`config.mk`:
```
export PLATFORM = sky130hd
export DESIGN_NAME = alu_sequencer
export DESIGN_NICKNAME = d
export VERILOG_FILES = /design/src/rtl/alu_sequencer_pkg.sv /design/src/rtl/alu_sequencer_instr_fifo.sv /design/src/rtl/alu_sequencer.sv
export SDC_FILE = /design/constraint.sdc
export NUM_CORES = 1
export LEC_CHECK = 0
export CAP_MARGIN = 20
export CORE_MARGIN = 3
export CORE_UTILIZATION = 58
export DETAILED_ROUTE_END_ITERATION = 8
export GPL_TIMING_DRIVEN = 0
export HOLD_SLACK_MARGIN = 0.05
export PLACE_DENSITY = 0.85
export SLEW_MARGIN = 10
export SYNTH_ARGS = -nofsm -noshare
export SYNTH_HDL_FRONTEND = slang
export SYNTH_SLANG_ARGS = --single-unit
```
`constraint.sdc`:
```
create_clock -name clk -period 4 [get_ports clk]
set_clock_uncertainty 0.1 [all_clocks]
set_input_delay 0.6 -clock clk [delete_from_list [all_inputs] [get_ports clk]]
set_output_delay 0.6 -clock clk [all_outputs]
set_load 0.02 [all_outputs]
```
`src/rtl/alu_sequencer_pkg.sv`:
```
// Shared definitions for the ALU sequencer: opcodes, instruction fields, FSM states.
// Latency: n/a (types and constants only).
// Backpressure: n/a.
package alu_sequencer_pkg;

    localparam logic [2:0] OP_ADD = 3'd0;
    localparam logic [2:0] OP_SUB = 3'd1;
    localparam logic [2:0] OP_AND = 3'd2;
    localparam logic [2:0] OP_OR  = 3'd3;
    localparam logic [2:0] OP_ROL = 3'd4;
    localparam logic [2:0] OP_ASR = 3'd5;
    localparam logic [2:0] OP_EQ  = 3'd6;
    localparam logic [2:0] OP_GT  = 3'd7;

    localparam int INSTR_W = 9;
    localparam int SEL_MSB = 8;
    localparam int SEL_LSB = 6;
    localparam int RD_MSB  = 5;
    localparam int RD_LSB  = 4;
    localparam int RS_MSB  = 3;
    localparam int RS_LSB  = 2;
    localparam int RT_MSB  = 1;
    localparam int RT_LSB  = 0;

    typedef enum logic {
        ST_IDLE = 1'b0,
        ST_EXEC = 1'b1
    } state_t;

    typedef struct packed {
        logic [2:0] sel;
        logic [1:0] rd;
        logic [1:0] rs;
        logic [1:0] rt;
    } instr_t;

    // Split a raw instruction word into its named fields.
    function automatic instr_t decode(input logic [INSTR_W-1:0] raw);
        instr_t f;
        f.sel = raw[SEL_MSB:SEL_LSB];
        f.rd  = raw[RD_MSB:RD_LSB];
        f.rs  = raw[RS_MSB:RS_LSB];
        f.rt  = raw[RT_MSB:RT_LSB];
        return f;
    endfunction

endpackage

```
`src/rtl/alu_sequencer_instr_fifo.sv`:
```
// Instruction queue: DEPTH-entry circular buffer with extra wrap bit on each pointer.
// Latency: a push is visible at the head on the cycle after the push edge.
// Backpressure: full refuses pushes (even with a simultaneous pop); pop on empty is ignored.
module instr_fifo #(
    parameter int DEPTH = 4,
    parameter int WIDTH = 9
) (
    input  logic             clk,
    input  logic             rst,
    input  logic             push,
    input  logic             pop,
    input  logic [WIDTH-1:0] din,
    output logic [WIDTH-1:0] dout,
    output logic             full,
    output logic             empty
);

    localparam int AW = $clog2(DEPTH);

    logic [AW:0]      wr_ptr_q, wr_ptr_d;
    logic [AW:0]      rd_ptr_q, rd_ptr_d;
    logic [WIDTH-1:0] mem_q [DEPTH];
    logic             push_ok;
    logic             pop_ok;

    // Pointers match when empty; differ only in the wrap bit when full.
    assign empty   = (wr_ptr_q == rd_ptr_q);
    assign full    = (wr_ptr_q[AW] != rd_ptr_q[AW]) && (wr_ptr_q[AW-1:0] == rd_ptr_q[AW-1:0]);
    assign push_ok = push && !full;
    assign pop_ok  = pop && !empty;
    assign dout    = mem_q[rd_ptr_q[AW-1:0]];

    // Advance each pointer on an accepted push/pop; wrap falls out of the binary increment.
    always_comb begin
        wr_ptr_d = wr_ptr_q;
        rd_ptr_d = rd_ptr_q;
        if (push_ok) wr_ptr_d = wr_ptr_q + {{AW{1'b0}}, 1'b1};
        if (pop_ok)  rd_ptr_d = rd_ptr_q + {{AW{1'b0}}, 1'b1};
    end

    // Pointer registers; reset empties the queue.
    always_ff @(posedge clk or posedge rst) begin
        if (rst) begin
            wr_ptr_q <= '0;
            rd_ptr_q <= '0;
        end else begin
            wr_ptr_q <= wr_ptr_d;
            rd_ptr_q <= rd_ptr_d;
        end
    end

    // Storage needs no reset: entries are only read between an accepted push and its pop.
    always_ff @(posedge clk) begin
        if (push_ok) mem_q[wr_ptr_q[AW-1:0]] <= din;
    end

endmodule

```
`src/rtl/alu_sequencer.sv`:
```
// Queued instruction sequencer driving an external 4-bit ALU over a 4-entry register file.
// Latency: push->ALU operands 2 edges, writeback 1 edge later; sustains one instruction per cycle.
// Backpressure: in_ready drops when the queue is full; halt stops issue but lets the in-flight op retire.
module alu_sequencer
    import alu_sequencer_pkg::*;
#(
    parameter int DEPTH = 4
) (
    input  logic         clk,
    input  logic         rst,
    input  logic         in_valid,
    output logic         in_ready,
    input  logic [8:0]   in_instr,
    input  logic         halt,
    input  logic         wr_en,
    input  logic [1:0]   wr_addr,
    input  logic [3:0]   wr_data,
    output logic [3:0]   alu_rs,
    output logic [3:0]   alu_rt,
    output logic [2:0]   alu_sel,
    input  logic [3:0]   alu_rd,
    output logic [3:0]   result,
    output logic         result_valid,
    output logic         busy,
    output logic [15:0]  reg_dump
);

    state_t              state_q, state_d;
    logic [3:0]          regs_q [4];
    logic [3:0]          regs_d [4];
    logic [2:0]          alu_sel_q, alu_sel_d;
    logic [3:0]          alu_rs_q, alu_rs_d;
    logic [3:0]          alu_rt_q, alu_rt_d;
    logic [1:0]          rd_q, rd_d;
    logic [3:0]          result_q, result_d;
    logic                result_valid_q, result_valid_d;

    logic                fifo_full;
    logic                fifo_empty;
    logic                fifo_pop;
    logic [INSTR_W-1:0]  head_raw;
    instr_t              head;
    logic                issue;
    logic                retiring;
    logic [3:0]          rs_val;
    logic [3:0]          rt_val;

    instr_fifo #(
        .DEPTH (DEPTH),
        .WIDTH (INSTR_W)
    ) u_fifo (
        .clk   (clk),
        .rst   (rst),
        .push  (in_valid),
        .pop   (fifo_pop),
        .din   (in_instr),
        .dout  (head_raw),
        .full  (fifo_full),
        .empty (fifo_empty)
    );

    assign head         = decode(head_raw);
    assign issue        = !fifo_empty && !halt;
    assign retiring     = (state_q == ST_EXEC);
    assign in_ready     = !fifo_full;
    assign busy         = (state_q != ST_IDLE) || !fifo_empty;
    assign alu_sel      = alu_sel_q;
    assign alu_rs       = alu_rs_q;
    assign alu_rt       = alu_rt_q;
    assign result       = result_q;
    assign result_valid = result_valid_q;
    assign reg_dump     = {regs_q[3], regs_q[2], regs_q[1], regs_q[0]};

    // Operand fetch with bypass: the retiring result has not reached the register file yet.
    assign rs_val = (retiring && head.rs == rd_q) ? alu_rd : regs_q[head.rs];
    assign rt_val = (retiring && head.rt == rd_q) ? alu_rd : regs_q[head.rt];

    // Next-state, issue, writeback and preload decisions.
    always_comb begin
        state_d        = state_q;
        regs_d         = regs_q;
        alu_sel_d      = alu_sel_q;
        alu_rs_d       = alu_rs_q;
        alu_rt_d       = alu_rt_q;
        rd_d           = rd_q;
        result_d       = result_q;
        result_valid_d = 1'b0;
        fifo_pop       = 1'b0;

        case (state_q)
            ST_IDLE: begin
                if (issue) begin
                    fifo_pop = 1'b1;
                    state_d  = ST_EXEC;
                end
            end
            ST_EXEC: begin
                regs_d[rd_q]   = alu_rd;
                result_d       = alu_rd;
                result_valid_d = 1'b1;
                if (issue) fifo_pop = 1'b1;
                else       state_d  = ST_IDLE;
            end
            default: state_d = ST_IDLE;
        endcase

        if (fifo_pop) begin
            alu_sel_d = head.sel;
            alu_rs_d  = rs_val;
            alu_rt_d  = rt_val;
            rd_d      = head.rd;
        end

        // Preload is only honoured while nothing is queued or executing, so it never races a writeback.
        if (wr_en && !busy) regs_d[wr_addr] = wr_data;
    end

    // State, register file and ALU/result registers; reset drops all in-flight work.
    always_ff @(posedge clk or posedge rst) begin
        if (rst) begin
            state_q        <= ST_IDLE;
            for (int i = 0; i < 4; i++) regs_q[i] <= 4'd0;
            alu_sel_q      <= OP_ADD;
            alu_rs_q       <= 4'd0;
            alu_rt_q       <= 4'd0;
            rd_q           <= 2'd0;
            result_q       <= 4'd0;
            result_valid_q <= 1'b0;
        end else begin
            state_q        <= state_d;
            regs_q         <= regs_d;
            alu_sel_q      <= alu_sel_d;
            alu_rs_q       <= alu_rs_d;
            alu_rt_q       <= alu_rt_d;
            rd_q           <= rd_d;
            result_q       <= result_d;
            result_valid_q <= result_valid_d;
        end
    end

endmodule

```
==> impl_metrics.tcl <==
set metrics [dict create \
    core_area_um2 6390 \
    io_pins 58 \
    cts_htree_levels 3 \
    n_antenna_cell 0 \
    die_w_um 87.3 \
    fin_ws_ns 1.20 \
    place.gp.congestion 0.796 \
    cellLeakagePower_nw 1.91 \
    portBuffers 57 \
    hpwlAfterDp_mm 5.67 \
    grt_max_degree 40 \
    cts-resized-gates 0 \
    path_class "reg -> out" \
    rsz0062_at_grt "false" \
    clock_sinks 77 \
    run_status "finished, final reports clean" \
    required_ns 3.30 \
    tightest_slew_ns 1.00 \
    vdd_drop_max_mv 0.498 \
    drtIter0Drc 148 \
    syn_area_um2 3840 \
    post-place-ws_ns 1.44 \
    min_period_over_period 0.699 \
    vias 2426 \
    drv_cap 0 \
    syn_to_final_growth_pct 23.3 \
    nets 369 \
    clock_latency_ns 0.36 \
    grt_pass1_vias 2520 \
    cts_tree "done" \
    clkTransAtPathRegs_ns 0.08 \
    fp.dieH_um 87.3 \
    grt_pass1_wl_mm 12.6 \
    hp-class "reg -> reg" \
    antenna_left 0 \
    fin_setup_tns_ns 0 \
    postCtsHoldBufs 0 \
    gr-total-overflow 0 \
    core.rowCount 29 \
    slew_violations 0 \
    yosysWarnings 0 \
    grt_usage 0.223 \
    relSlewSlack 0.328 \
    post_cts_buffers 0 \
    initial_utilization 0.601 \
    cts_max_path_buffers 2 \
    antenna_found_initial 0 \
    via_per_inst 5.75 \
    first_pass_iters 4 \
    design.die.area_um2 7630 \
    p_per_area_nw_per_um2 890 \
    syn-instance-count 271 \
    critPathLaunchType "register" \
    synth-seq-cells 77 \
    drc_errors 0 \
    finalCriticalPeriod_ns 2.80 \
    syn_avg_cell_area_um2 14.2 \
    setup_viol 0 \
    drt-total-wl_mm 7.78 \
    crit_arrival_ns 2.10 \
    end_kind "output pin" \
    crit_fanout 9 \
    drive_gt1_frac 0.243 \
    wl_per_cell_um 18.4 \
    syn_nets 300 \
    cts_root_buf "clkbuf_8" \
    fmax_mhz 358 \
    cts_buffers 9 \
    ys_seq_area_frac 0.549 \
    final-hold-violation-count 0 \
    ys_types 33 \
]
==> synth_stat cells <==
master    count  area (um2)
mux2i_1      20         200
mux4_1        5         131
nor2b_1       1        6.26
buf_2         4        20.0
buf_6         1        11.3
nand3b_1      4        30.0
nor3_1        1        5.00
buf_4         3        22.5
a311oi_1      4        35.0
mux2_2       34         383
and2_1        4        25.0
o211ai_2      8         100
edfxtp_1     36        1080
a31o_4        2        35.0
xnor2_4       2        55.1
inv_1         9        33.8
mux4_2        4        90.1
a31oi_1       1        6.26
clkinv_1      1        3.75
nand3_1       3        15.0
and4_1        1        8.76
buf_8         2        30.0
xnor2_1       4        35.0
dfrtp_1      41        1030
nand4_1       9        56.3
o21ai_0      13        65.1
nand2_1      40         150
xnor2_2       4        65.1
ha_1          5        62.6
a31o_2        1        8.76
xor2_1        2        17.5
nor3b_4       1        18.8
clkbuf_1      1        3.75
==> critical path, stage by stage (launching register included) <==
cell and delay, ns:
dfrtp_1 0.40, buf_2 0.19, xnor2_2 0.39, nand4_1 0.19, clkdlybuf4s50_1 0.59
==> placed cells by master, fill, tap and decap left out, types with 4 or more instances in the layout <==
cell type and count:
nand3b_1 4, ha_1 5, mux4_1 5, a311oi_1 4, dfrtp_1 41, clkbuf_8 10, nand4_1 9, mux2i_1 20
nand2_1 40, and2_1 4, o211ai_2 8, inv_1 8, clkdlybuf4s50_1 57, o21ai_0 13, mux2_2 34, edfxtp_1 36
xnor2_2 4, xnor2_1 4, buf_2 4, mux4_2 4
==> flip-flops by register name, summed over array words and instances (netlist names) <==
register,cells
u_fifo.wr_ptr_q,3
rd_q,2
result_valid,1
alu_rt,4
u_fifo.mem_q,36
alu_rs,4
retiring,1
u_fifo.rd_ptr_q,3
result,4
alu_sel,3
reg_dump,16
==> routing by layer <==
layer	vias up	part of all wire	track usage	wire [um]
met5	-	0	0	0
met4	0	0.016	0.0893	125
met3	11	0.040	0.0360	311
met2	55	0.52	0.387	4070
met1	1204	0.42	0.278	3270
li1	1156	-	-	-
==> cell type report <==
type | count | area, um2
Sequential cell | 77 | 2110
Fill cell | 411 | 1660
Multi-Input combinational cell | 173 | 1610
Timing Repair Buffer | 58 | 591
Clock buffer | 10 | 138
Tap cell | 77 | 96.3
Buffer | 11 | 87.6
Clock inverter | 6 | 68.8
Inverter | 10 | 37.5
==> path summary, 6_finish.rpt <==
check                          endpoint  slack [ns]          startpoint  cells past startpoint
setup / recovery                   busy        1.20  u_fifo.rd_ptr_q[1]                      4
hold / removal             result_valid        0.27            retiring                      0
setup reg to reg            reg_dump[1]        1.59            retiring                      5
hold reg to reg            result_valid        0.27            retiring                      0
max in group asynchronous     result[3]        3.07                 rst                      3
min in group asynchronous     result[1]        0.34                 rst                      2
==> cells by family after synthesis <==
kind of cell               after synthesis  synth area share
xor gates and xnor gates                12            0.0450
DFF                                     77             0.549
adders and majority gates                5            0.0163
muxes                                   63             0.210
buffers and inverters                   21            0.0326
and+or+nand+nor                         64            0.0822
AOI/OAI and AO/OA                       29            0.0652
==> through the flow <==
stage          total power, mW  hold slack [ns]  cells   util  area [um2]
2_1_floorplan             2.91            0.249    271      -        3840
3_3_place_gp              3.56            0.255    405  0.705        4500
4_1_cts                   4.24            0.277    422  0.741        4730
6_report                  4.21            0.273    422  0.741        4730
5_1_grt                   4.48            0.286    422  0.741        4730
3_5_place_dp              3.62            0.257    406  0.708        4520
==> report_power, final <==
part           switching, mW  internal [mW]
Clock                  0.296          0.309
Combinational           1.15           1.12
Sequential             0.200           1.14
Total                   1.65           2.56
Note: power is estimated with default switching activity, not from simulation.
